$ cat config.mk
export PLATFORM = sky130hd
export DESIGN_NAME = id_stage_fwd
export DESIGN_NICKNAME = d
export VERILOG_FILES = /design/src/rtl/id_pkg.sv /design/src/rtl/id_fwd_mux.sv /design/src/rtl/id_stage_fwd.sv
export SDC_FILE = /design/constraint.sdc
export NUM_CORES = 1
export LEC_CHECK = 0
export ABC_CLOCK_PERIOD_IN_PS = 7560
export CAP_MARGIN = 25
export CORE_UTILIZATION = 41
export DETAILED_ROUTE_END_ITERATION = 10
export GPL_ROUTABILITY_DRIVEN = 0
export PLACE_DENSITY = 0.74
export SYNTH_ARGS = -nofsm -noshare
export SYNTH_HDL_FRONTEND = slang
export SYNTH_SLANG_ARGS = --single-unit
$ cat constraint.sdc
create_clock -name clk -period 7.56 [get_ports clk]
set_input_delay 1.512 -clock clk [delete_from_list [all_inputs] [get_ports clk]]
set_output_delay 1.512 -clock clk [all_outputs]
set_load 0.02 [all_outputs]
$ cat src/rtl/id_pkg.sv
// Shared RV32I decode definitions: opcode constants, opcode classes, control bundle, immediate generator.
package id_pkg;

    localparam int INST_W   = 32;
    localparam int OPCLS_W  = 4;
    localparam int FUNCT3_W = 3;
    localparam int REG_W    = 5;

    localparam logic [6:0] OPC_LUI   = 7'b0110111;
    localparam logic [6:0] OPC_AUIPC = 7'b0010111;
    localparam logic [6:0] OPC_JAL   = 7'b1101111;
    localparam logic [6:0] OPC_JALR  = 7'b1100111;
    localparam logic [6:0] OPC_BR    = 7'b1100011;
    localparam logic [6:0] OPC_LD    = 7'b0000011;
    localparam logic [6:0] OPC_ST    = 7'b0100011;
    localparam logic [6:0] OPC_OPI   = 7'b0010011;
    localparam logic [6:0] OPC_OP    = 7'b0110011;

    typedef enum logic [OPCLS_W-1:0] {
        CLS_LUI   = 4'd0,
        CLS_AUIPC = 4'd1,
        CLS_JAL   = 4'd2,
        CLS_JALR  = 4'd3,
        CLS_BR    = 4'd4,
        CLS_LD    = 4'd5,
        CLS_ST    = 4'd6,
        CLS_OPI   = 4'd7,
        CLS_OP    = 4'd8,
        CLS_ILL   = 4'd15
    } opcls_t;

    typedef struct packed {
        opcls_t                opcls;
        logic [FUNCT3_W-1:0]   funct3;
        logic                  f7b5;
        logic                  we;
        logic                  illegal;
    } ctl_t;

    function automatic opcls_t decode_cls(input logic [6:0] opc);
        opcls_t c;
        case (opc)
            OPC_LUI:   c = CLS_LUI;
            OPC_AUIPC: c = CLS_AUIPC;
            OPC_JAL:   c = CLS_JAL;
            OPC_JALR:  c = CLS_JALR;
            OPC_BR:    c = CLS_BR;
            OPC_LD:    c = CLS_LD;
            OPC_ST:    c = CLS_ST;
            OPC_OPI:   c = CLS_OPI;
            OPC_OP:    c = CLS_OP;
            default:   c = CLS_ILL;
        endcase
        return c;
    endfunction

    function automatic logic reads_rs1(input opcls_t c);
        return !(c inside {CLS_LUI, CLS_AUIPC, CLS_JAL, CLS_ILL});
    endfunction

    function automatic logic reads_rs2(input opcls_t c);
        return c inside {CLS_BR, CLS_ST, CLS_OP};
    endfunction

    function automatic logic writes_rd(input opcls_t c);
        return c inside {CLS_LUI, CLS_AUIPC, CLS_JAL, CLS_JALR, CLS_LD, CLS_OPI, CLS_OP};
    endfunction

    // Shift-immediates (funct3 001/101) carry only a 5-bit shamt; funct7 must not leak into imm.
    function automatic logic [31:0] imm_gen(input logic [31:7] i, input opcls_t c);
        logic [31:0] imm;
        imm = '0;
        case (c)
            CLS_LUI, CLS_AUIPC: imm = {i[31:12], 12'b0};
            CLS_JAL:            imm = {{12{i[31]}}, i[19:12], i[20], i[30:21], 1'b0};
            CLS_BR:             imm = {{20{i[31]}}, i[7], i[30:25], i[11:8], 1'b0};
            CLS_ST:             imm = {{21{i[31]}}, i[30:25], i[11:7]};
            CLS_JALR, CLS_LD:   imm = {{21{i[31]}}, i[30:20]};
            CLS_OPI: begin
                if (i[13:12] == 2'b01)
                    imm = {27'b0, i[24:20]};
                else
                    imm = {{21{i[31]}}, i[30:20]};
            end
            default:            imm = '0;
        endcase
        return imm;
    endfunction

endpackage

$ cat src/rtl/id_fwd_mux.sv
// Operand select: lowest-index forwarding source matching rs wins, else register file; x0 reads zero.
// Purely combinational, no backpressure.
module id_fwd_mux #(
    parameter int XLEN      = 32,
    parameter int NREG_BITS = 5,
    parameter int FWD_PORTS = 2
) (
    input  logic [NREG_BITS-1:0]           rs,
    input  logic [XLEN-1:0]                rf_rdata,
    input  logic [FWD_PORTS-1:0]           fwd_we,
    input  logic [FWD_PORTS*NREG_BITS-1:0] fwd_waddr,
    input  logic [FWD_PORTS*XLEN-1:0]      fwd_wdata,
    output logic [XLEN-1:0]                val
);

    always_comb begin
        val = rf_rdata;
        // Walk oldest to nearest so the nearest match overwrites.
        for (int i = FWD_PORTS - 1; i >= 0; i--) begin
            if (fwd_we[i] && (fwd_waddr[i*NREG_BITS +: NREG_BITS] == rs))
                val = fwd_wdata[i*XLEN +: XLEN];
        end
        if (rs == '0)
            val = '0;
    end

endmodule

$ cat src/rtl/id_stage_fwd.sv
// RV32I decode stage: IF/ID latch, decoder, operand forwarding, registered ID/EX bundle; 1 cycle capture-to-out.
// Holds on load-use hazard or out_ready=0; optional decode-time branch resolve under ID_BRANCH_RESOLVE_EN.
module id_stage_fwd
    import id_pkg::*;
#(
    parameter int XLEN      = 32,
    parameter int NREG_BITS = 5,
    parameter int FWD_PORTS = 2
) (
    input  logic                           clk,
    input  logic                           rst,
    input  logic                           rdy,
    input  logic                           flush,
    input  logic                           in_valid,
    output logic                           in_ready,
    input  logic [XLEN-1:0]                in_pc,
    input  logic [31:0]                    in_inst,
    output logic [NREG_BITS-1:0]           rf_raddr1,
    output logic [NREG_BITS-1:0]           rf_raddr2,
    input  logic [XLEN-1:0]                rf_rdata1,
    input  logic [XLEN-1:0]                rf_rdata2,
    input  logic [FWD_PORTS-1:0]           fwd_we,
    input  logic [FWD_PORTS*NREG_BITS-1:0] fwd_waddr,
    input  logic [FWD_PORTS*XLEN-1:0]      fwd_wdata,
    input  logic                           fwd0_is_load,
    output logic                           out_valid,
    input  logic                           out_ready,
    output logic [XLEN-1:0]                out_pc,
    output logic [XLEN-1:0]                out_imm,
    output logic [XLEN-1:0]                out_rs1v,
    output logic [XLEN-1:0]                out_rs2v,
    output logic [3:0]                     out_opcls,
    output logic [2:0]                     out_funct3,
    output logic                           out_f7b5,
    output logic [NREG_BITS-1:0]           out_rd,
    output logic                           out_we,
    output logic                           out_illegal
`ifdef ID_BRANCH_RESOLVE_EN
    ,
    output logic                           redirect_valid,
    output logic [XLEN-1:0]                redirect_pc
`endif
);

    logic                 latch_valid;
    logic [XLEN-1:0]      latch_pc;
    logic [INST_W-1:0]    latch_inst;

    opcls_t               dec_cls;
    ctl_t                 dec_ctl;
    ctl_t                 out_ctl;
    logic [NREG_BITS-1:0] rs1, rs2, rd, ld_dst;
    logic                 re1, re2;
    logic [XLEN-1:0]      imm, rs1v, rs2v;
    logic                 hazard, advance;

    assign rs1    = NREG_BITS'(latch_inst[19:15]);
    assign rs2    = NREG_BITS'(latch_inst[24:20]);
    assign rd     = NREG_BITS'(latch_inst[11:7]);
    assign ld_dst = fwd_waddr[NREG_BITS-1:0];

    assign rf_raddr1 = rs1;
    assign rf_raddr2 = rs2;

    always_comb begin
        dec_cls         = decode_cls(latch_inst[6:0]);
        re1             = reads_rs1(dec_cls);
        re2             = reads_rs2(dec_cls);
        imm             = XLEN'($signed(imm_gen(latch_inst[31:7], dec_cls)));
        dec_ctl.opcls   = dec_cls;
        dec_ctl.funct3  = latch_inst[14:12];
        dec_ctl.f7b5    = latch_inst[30];
        dec_ctl.illegal = (dec_cls == CLS_ILL);
        dec_ctl.we      = writes_rd(dec_cls) && (rd != '0);
    end

    id_fwd_mux #(
        .XLEN      (XLEN),
        .NREG_BITS (NREG_BITS),
        .FWD_PORTS (FWD_PORTS)
    ) u_fwd_rs1 (
        .rs        (rs1),
        .rf_rdata  (rf_rdata1),
        .fwd_we    (fwd_we),
        .fwd_waddr (fwd_waddr),
        .fwd_wdata (fwd_wdata),
        .val       (rs1v)
    );

    id_fwd_mux #(
        .XLEN      (XLEN),
        .NREG_BITS (NREG_BITS),
        .FWD_PORTS (FWD_PORTS)
    ) u_fwd_rs2 (
        .rs        (rs2),
        .rf_rdata  (rf_rdata2),
        .fwd_we    (fwd_we),
        .fwd_waddr (fwd_waddr),
        .fwd_wdata (fwd_wdata),
        .val       (rs2v)
    );

    // Load in EX has no data yet: the consumer must wait in the latch.
    always_comb begin
        hazard = latch_valid && fwd0_is_load && fwd_we[0] &&
                 ((re1 && (rs1 != '0) && (rs1 == ld_dst)) ||
                  (re2 && (rs2 != '0) && (rs2 == ld_dst)));
        advance  = latch_valid && !hazard && (!out_valid || out_ready);
        in_ready = rdy && (!latch_valid || advance);
    end

`ifdef ID_BRANCH_RESOLVE_EN
    logic taken;

    always_comb begin
        taken = 1'b0;
        if (dec_cls == CLS_JAL) begin
            taken = 1'b1;
        end else if (dec_cls == CLS_BR) begin
            case (dec_ctl.funct3)
                3'b000:  taken = (rs1v == rs2v);
                3'b001:  taken = (rs1v != rs2v);
                3'b100:  taken = ($signed(rs1v) <  $signed(rs2v));
                3'b101:  taken = ($signed(rs1v) >= $signed(rs2v));
                3'b110:  taken = (rs1v <  rs2v);
                3'b111:  taken = (rs1v >= rs2v);
                default: taken = 1'b0;
            endcase
        end
    end
`endif

    always_ff @(posedge clk or posedge rst) begin
        if (rst) begin
            latch_valid <= 1'b0;
            latch_pc    <= '0;
            latch_inst  <= '0;
            out_valid   <= 1'b0;
            out_pc      <= '0;
            out_imm     <= '0;
            out_rs1v    <= '0;
            out_rs2v    <= '0;
            out_rd      <= '0;
            out_ctl     <= '0;
`ifdef ID_BRANCH_RESOLVE_EN
            redirect_valid <= 1'b0;
            redirect_pc    <= '0;
`endif
        end else if (rdy) begin
`ifdef ID_BRANCH_RESOLVE_EN
            redirect_valid <= 1'b0;
`endif
            if (flush) begin
                latch_valid <= 1'b0;
                out_valid   <= 1'b0;
            end else begin
                if (in_valid && in_ready) begin
                    latch_valid <= 1'b1;
                    latch_pc    <= in_pc;
                    latch_inst  <= in_inst;
                end else if (advance) begin
                    latch_valid <= 1'b0;
                end
`ifdef ID_BRANCH_RESOLVE_EN
                // A taken jump/branch makes whatever fetch just handed us wrong-path.
                if (advance && taken) begin
                    latch_valid    <= 1'b0;
                    redirect_valid <= 1'b1;
                    redirect_pc    <= latch_pc + imm;
                end
`endif
                if (advance) begin
                    out_valid <= 1'b1;
                    out_pc    <= latch_pc;
                    out_imm   <= imm;
                    out_rs1v  <= rs1v;
                    out_rs2v  <= rs2v;
                    out_rd    <= rd;
                    out_ctl   <= dec_ctl;
                end else if (out_ready) begin
                    out_valid <= 1'b0;
                end
            end
        end
    end

    assign out_opcls   = out_ctl.opcls;
    assign out_funct3  = out_ctl.funct3;
    assign out_f7b5    = out_ctl.f7b5;
    assign out_we      = out_ctl.we;
    assign out_illegal = out_ctl.illegal;

endmodule

## Yosys cells after proc, flatten, opt, wreduce, memory -nomap -nowiden

Cells that the tools add are included.

| word-level totals | value |
|---|---|
| bits in registers | 209 |
| output and inout bits | 155 |
| bits of input ports | 211 |
| logic and storage cells | 95 |

| operators by class | value |
|---|---|
| multiplexer cells | 15 |
| bitwise logic cells | 1 |
| eq/ne operators | 25 |
| reductions and logical operators | 40 |

Operators with widths:

| cell | count |
|---|---|
| two-way mux 32 bit | 7 |
| case mux 32 bit (6 select lines) | 1 |
| case mux 4 bit (9 select lines) | 1 |
| equality test 5 bit | 6 |
| equality test 7 x 6 -> 1 bit, second input constant | 3 |
| equality test 7 bit, second input constant | 3 |
| equality test 4 x 3 -> 1 bit, second input constant | 4 |
| logical AND 1 bit | 16 |
| nonzero test 5 bit | 3 |
| equality test 7 x 5 -> 1 bit, second input constant | 2 |
| zero test 5 bit | 2 |
| nonzero test 3 bit | 3 |
| equality test 4 x 2 -> 1 bit, second input constant | 2 |
| equality test 4 bit, second input constant | 2 |
| equality test 7 x 2 -> 1 bit, second input constant | 1 |
| nonzero test 7 bit | 1 |
| two-way mux 1 bit | 6 |
| AND reduction 3 bit | 2 |
| equality test 4 x 1 -> 1 bit, second input constant | 1 |
| zero test 1 bit | 4 |
| zero test 4 bit | 1 |
| AND reduction 2 bit | 2 |
| nonzero test 4 bit | 1 |
| OR reduction 2 bit | 2 |
| 3 further kinds | 5 |

## Depth between registers and ports, before layout

| depth | value |
|---|---|
| word-level depth | 17 |
| mapped depth | 10 |
| gate-level depth less buffers | 6 |

## Modules after synthesis

From an unflattened synthesis, not the netlist that was laid out.

| second synthesis, totals | value |
|---|---|
| cell total of the unflattened synthesis | 1,004 |
| area total of the unflattened synthesis | 11,254.5 um2 |

Modules (own cells, without submodules):

| module | cells an instance | area an instance (um2) | sequential area each (um2) | instances |
|---|---|---|---|---|
| id_stage_fwd | 612 | 8,747.1 | 5,230.0 | 1 |
| id_fwd_mux | 196 | 1,253.7 | 0.0 | 2 |

## Worst setup path before layout

No wires, ideal clock.

| path | value |
|---|---|
| path type | input to output |
| start point | in fwd_waddr[2] |
| end point | out in_ready |
| cell stages on the path | 7 |
| buffers on the path | 1 |
| required time | 6.048 ns |
| arrival | 2.983 ns |
| setup slack | 3.065 ns |
| path through | xnor2_1 > nand3_1 > or4_1 > a21oi_2 > clkbuf_1 > o21a_1 > nor2_1 |

| on the way | value |
|---|---|
| word-level cells in the longest chain between the ends | 9 |
| elaborated cells between the ends (all ways) | 11 |
| classes of those cells | eq/ne (2); reduce/logical (9) |

Ends and longest elaborated chain:

| element | line | source |
|---|---|---|
| start: declaration | id_stage_fwd.sv:23 | `input logic [FWD_PORTS*NREG_BITS-1:0] fwd_waddr,` |
| equality test 5 bit (on tied branches) | id_stage_fwd.sv:106, id_stage_fwd.sv:107 |  |
| logical AND 1 bit (on tied branches) | id_stage_fwd.sv:106, id_stage_fwd.sv:107 |  |
| logical OR 1 bit (*) | id_stage_fwd.sv:106 | `((re1 && (rs1 != '0) && (rs1 == ld_dst)) \|\|` |
| logical AND 1 bit (*) | id_stage_fwd.sv:105 | `hazard = latch_valid && fwd0_is_load && fwd_we[0] &&` |
| zero test 1 bit (*) | id_stage_fwd.sv:108 | `advance = latch_valid && !hazard && (!out_valid \|\| out_ready);` |
| logical AND 1 bit (*) (2 in a row) | id_stage_fwd.sv:108 |  |
| logical OR 1 bit (*) | id_stage_fwd.sv:109 | `in_ready = rdy && (!latch_valid \|\| advance);` |
| logical AND 1 bit (*) | id_stage_fwd.sv:109 |  |
| end: declaration | id_stage_fwd.sv:15 | `output logic in_ready,` |

Every way passes the cells marked *; elsewhere a longest branch is shown, timed or not.

## Worst setup path after layout

| path | value |
|---|---|
| start point | reg latch_inst[6] |
| end point | out in_ready |

| on the way | value |
|---|---|
| word-level cells in the longest chain between the ends | 14 |
| elaborated cells between the ends (all ways) | 31 |
| classes of those cells | eq/ne (15); mux (1); reduce/logical (15) |

Ends and longest elaborated chain:

| element | line | source |
|---|---|---|
| start: declaration | id_stage_fwd.sv:47 | `logic [INST_W-1:0] latch_inst;` |
| start signal: assignment | id_stage_fwd.sv:160 | `latch_inst <= in_inst;` |
| equality test 7 x 6 -> 1 bit, or another cell as far along | id_pkg.sv:42 | `case (opc)` |
| case mux 4 bit (9 select lines) (*) | id_pkg.sv:42 |  |
| equality test 4 x 1 -> 1 bit, or another cell as far along | id_pkg.sv:58 | `return !(c inside {CLS_LUI, CLS_AUIPC, CLS_JAL, CLS_ILL});` |
| nonzero test 4 bit | id_pkg.sv:58 |  |
| zero test 1 bit | id_pkg.sv:58 |  |
| logical AND 1 bit (2 in a row) | id_stage_fwd.sv:106 |  |
| logical OR 1 bit (*) | id_stage_fwd.sv:106 |  |
| logical AND 1 bit (*) | id_stage_fwd.sv:105 |  |
| zero test 1 bit (*) | id_stage_fwd.sv:108 |  |
| logical AND 1 bit (*) (2 in a row) | id_stage_fwd.sv:108 |  |
| logical OR 1 bit (*) | id_stage_fwd.sv:109 |  |
| logical AND 1 bit (*) | id_stage_fwd.sv:109 |  |

Marks and branches as above.

==> reports/metrics.yaml <==
cts_resized: 0
layout-drive-gt1-share_pct: 13.37
io_pins: 366
clkSinkCount: 209
dieHeight_um: 160.7
setup.worst_path.class: "reg2out"
slew_violations: 0
clock_latency_ns: 0.54
async_reset_ff_share_pct: 100.0
leakage_nw: 6.215
yosys_most_used_dff: "dfrtp_1"
fp.dieArea_mm2: 0.02583
drt_iter0_drc: 873
synth_area_mm2: 0.01033
cp_slowest_cell: "a2111oi_0"
cts_setup_buffers: 0
cpPeakStageDelay_ns: 1.07
clockPowerShare_pct: 25.4
final_cells: 1613
setup_viol: 0
status: "complete, no violations"
nets: 1479
path_clk_slew_ns: 0.06
tightest_slew_ns: 1.213
path_delay_family: "compound AO/OA/AOI/OAI gates"
vdd_ir_drop_max_mv: 0.2680
start_util_pct: 42.10
final_core_util_pct: 61.00
antenna_left: 0
grt_overflow: 0
cts_hold_buf: 0
area_growth_pct: 44.91
hpwl_mm: 23.21
rsz0062_at_grt: "false"
rows: 57
root_buffer: "clkbuf_16"
core_mm2: 0.02453
end_kind: "output pin"
max-cap-violations: 0
cp_data_arrival_time_ns: 3.72
syn-num-nets: 1164
synth-warning-count: 0
die_x_um: 160.7
grt_max_degree: 92
grt_pass1_wl_mm: 52.13
hold_class: "reg2reg"
path_buf_inv: 1
clockBufferDepth: 3
path_cells: "nor2b_1 > a2111oi_0 > nand4b_1 > a21oi_4 > o21a_1 > nor2_1 > clkdlybuf4s50_1"
antenna_found_initial: 5
seq_power_share_pct: 37.6
finalSetupTns_ns: 0
place_inst: 1565
synth_seq_area_share_pct: 50.64
h-tree-depth: 1
grt_util_all_layers_pct: 25.79
synth_seq_cells: 209
period_share_pct: 69.16
finalPower_mw: 4.597
synth.distinct_cells: 46
avgRoutedWirePerCell_um: 21.03
power_per_cell_area_mw_per_mm2: 307.2
first_pass_iters: 6
syn_avg_cell_area_um2: 10.84
swShare_pct: 33.87
finClkSkew_ns: 0.01956
wl_mm: 33.92
cts_tree: "done"
port-buffer-count: 365
synth_edf_count: 0
grt_pass1_vias: 9176
start_kind: "register"
via_per_inst: 5.586
p_sw_mw: 1.557
critPathMaxFanout: 19
min_period_ns: 5.228
cts_made_buffers: 24
drc: 0
postSynthCellCount: 953
slew_headroom_pct: 17.05
via_count: 9011
fmax_mhz: 191.3
p_int_mw: 3.040
combPwrFrac_pct: 37.1
crit_required_ns: 6.05
hold_violations: 0
## final timing paths
path,from,endpoint,slack [ns],cells past startpoint
hold / removal,out_pc[28],out_pc[28],0.50,1
setup reg to reg,latch_inst[6],out_pc[18],2.57,8
min in group asynchronous,rst,out_rs2v[1],1.49,2
setup / recovery,latch_inst[6],in_ready,2.33,7
hold reg to reg,out_pc[28],out_pc[28],0.50,1
max in group asynchronous,rst,out_rs2v[13],4.79,3
## per-layer routing
metal  up-vias  GRT usage, %  part of all wire (%)
met5         -             0                 0.080
met2       438         42.37                    47
met1      4430         31.80                    39
li1       4069             -                     -
met3        70         8.161                    10
met4         4         9.477                   3.3
## stage by stage
stage	setup slack (ns)	instance area (um2)	hold slack (ns)
finish	2.332	14970	0.5010
detailed placement	2.088	14120	0.4915
global route	2.202	14970	0.5148
CTS	2.358	14930	0.5054
floorplan	0.3388	10330	0.4766
global placement	2.131	14110	0.4845
## registers in the layout, indices dropped and copies added (netlist names), 3 cells and up
| name | cells |
|---|---|
| latch_inst | 32 |
| latch_pc | 32 |
| out_funct3 | 3 |
| out_imm | 32 |
| out_opcls | 4 |
| out_pc | 32 |
| out_rd | 5 |
| out_rs1v | 32 |
| out_rs2v | 32 |
## cell families (layout without fill, tap and decap cells)
logic type	count (synthesis)	count (layout)	share of synthesized area [%]
AO/OA/AOI/OAI	261	261	16.70
XOR/XNOR	21	21	1.781
buffers and inverters	113	446	4.774
flip-flops	209	209	50.64
multiplexers	167	167	17.58
other	0	3	0
AND/OR/NAND/NOR	182	182	8.529
## synthesized netlist by cell type (all sizes together), types with 3 or more instances
| master | count | area, um2 |
|---|---|---|
| a211o | 32 | 280.3 |
| a211oi | 33 | 247.7 |
| a21oi | 24 | 123.9 |
| a22o | 7 | 61.31 |
| and2 | 4 | 25.02 |
| and3 | 4 | 25.02 |
| buf | 35 | 200.2 |
| clkbuf | 55 | 206.5 |
| dfrtp | 209 | 5230 |
| inv | 23 | 86.33 |
| mux2 | 115 | 1295 |
| mux2i | 52 | 520.5 |
| nand2 | 26 | 97.59 |
| nand3 | 6 | 30.03 |
| nand4 | 4 | 25.02 |
| nor2 | 75 | 281.5 |
| nor2b | 39 | 244.0 |
| nor3 | 6 | 30.03 |
| nor4 | 5 | 31.28 |
| o21ai | 118 | 590.6 |
| o41ai | 33 | 307.8 |
| or3 | 3 | 18.77 |
| or4 | 3 | 22.52 |
| xnor2 | 7 | 61.31 |
| xor2 | 14 | 122.6 |
## placed cells by master (no fill, tap or decap), types with 3 or more instances in the layout
cell type	synthesis	final
clkdlybuf4s50_1	0	365
dfrtp_1	209	209
o21ai_0	118	118
mux2_2	107	107
nor2_1	75	73
mux2i_1	52	52
nor2b_1	39	39
a211oi_1	33	33
o41ai_1	32	32
a211o_1	32	32
nand2_1	26	26
clkbuf_16	0	24
a21oi_1	23	23
inv_1	23	22
xor2_1	14	14
buf_4	11	11
mux2_1	8	8
xnor2_1	7	7
a22o_1	7	7
clkinv_2	0	7
clkbuf_8	0	7
nor3_1	6	6
nand3_1	6	5
nor4_1	5	5
and2_1	4	4
nand4_1	4	4
diode_2	0	3
or4_1	3	3
clkbuf_1	55	3
## power by group through the flow
stage                     clock network (mW)  registers (mW)  logic [mW]
after global placement                     0            1.73        1.68
after CTS                               1.20            1.73        1.71
final                                   1.17            1.73        1.70
after global routing                    1.24            1.78        1.81
after detailed placement                   0            1.74        1.70
after floorplan                            0            1.99       0.576
## cell type report
class	instances	area, um2
fillers	2070	9568
flip-flops and latches	209	5230
multi-input cells	631	4628
repair buffers	379	3789
clock buffers	34	708.2
well taps	324	405.4
clock inverters	10	103.9
inverters	23	93.84
diodes	3	7.507
No activity file was read; power rests on OpenSTA's default activity.
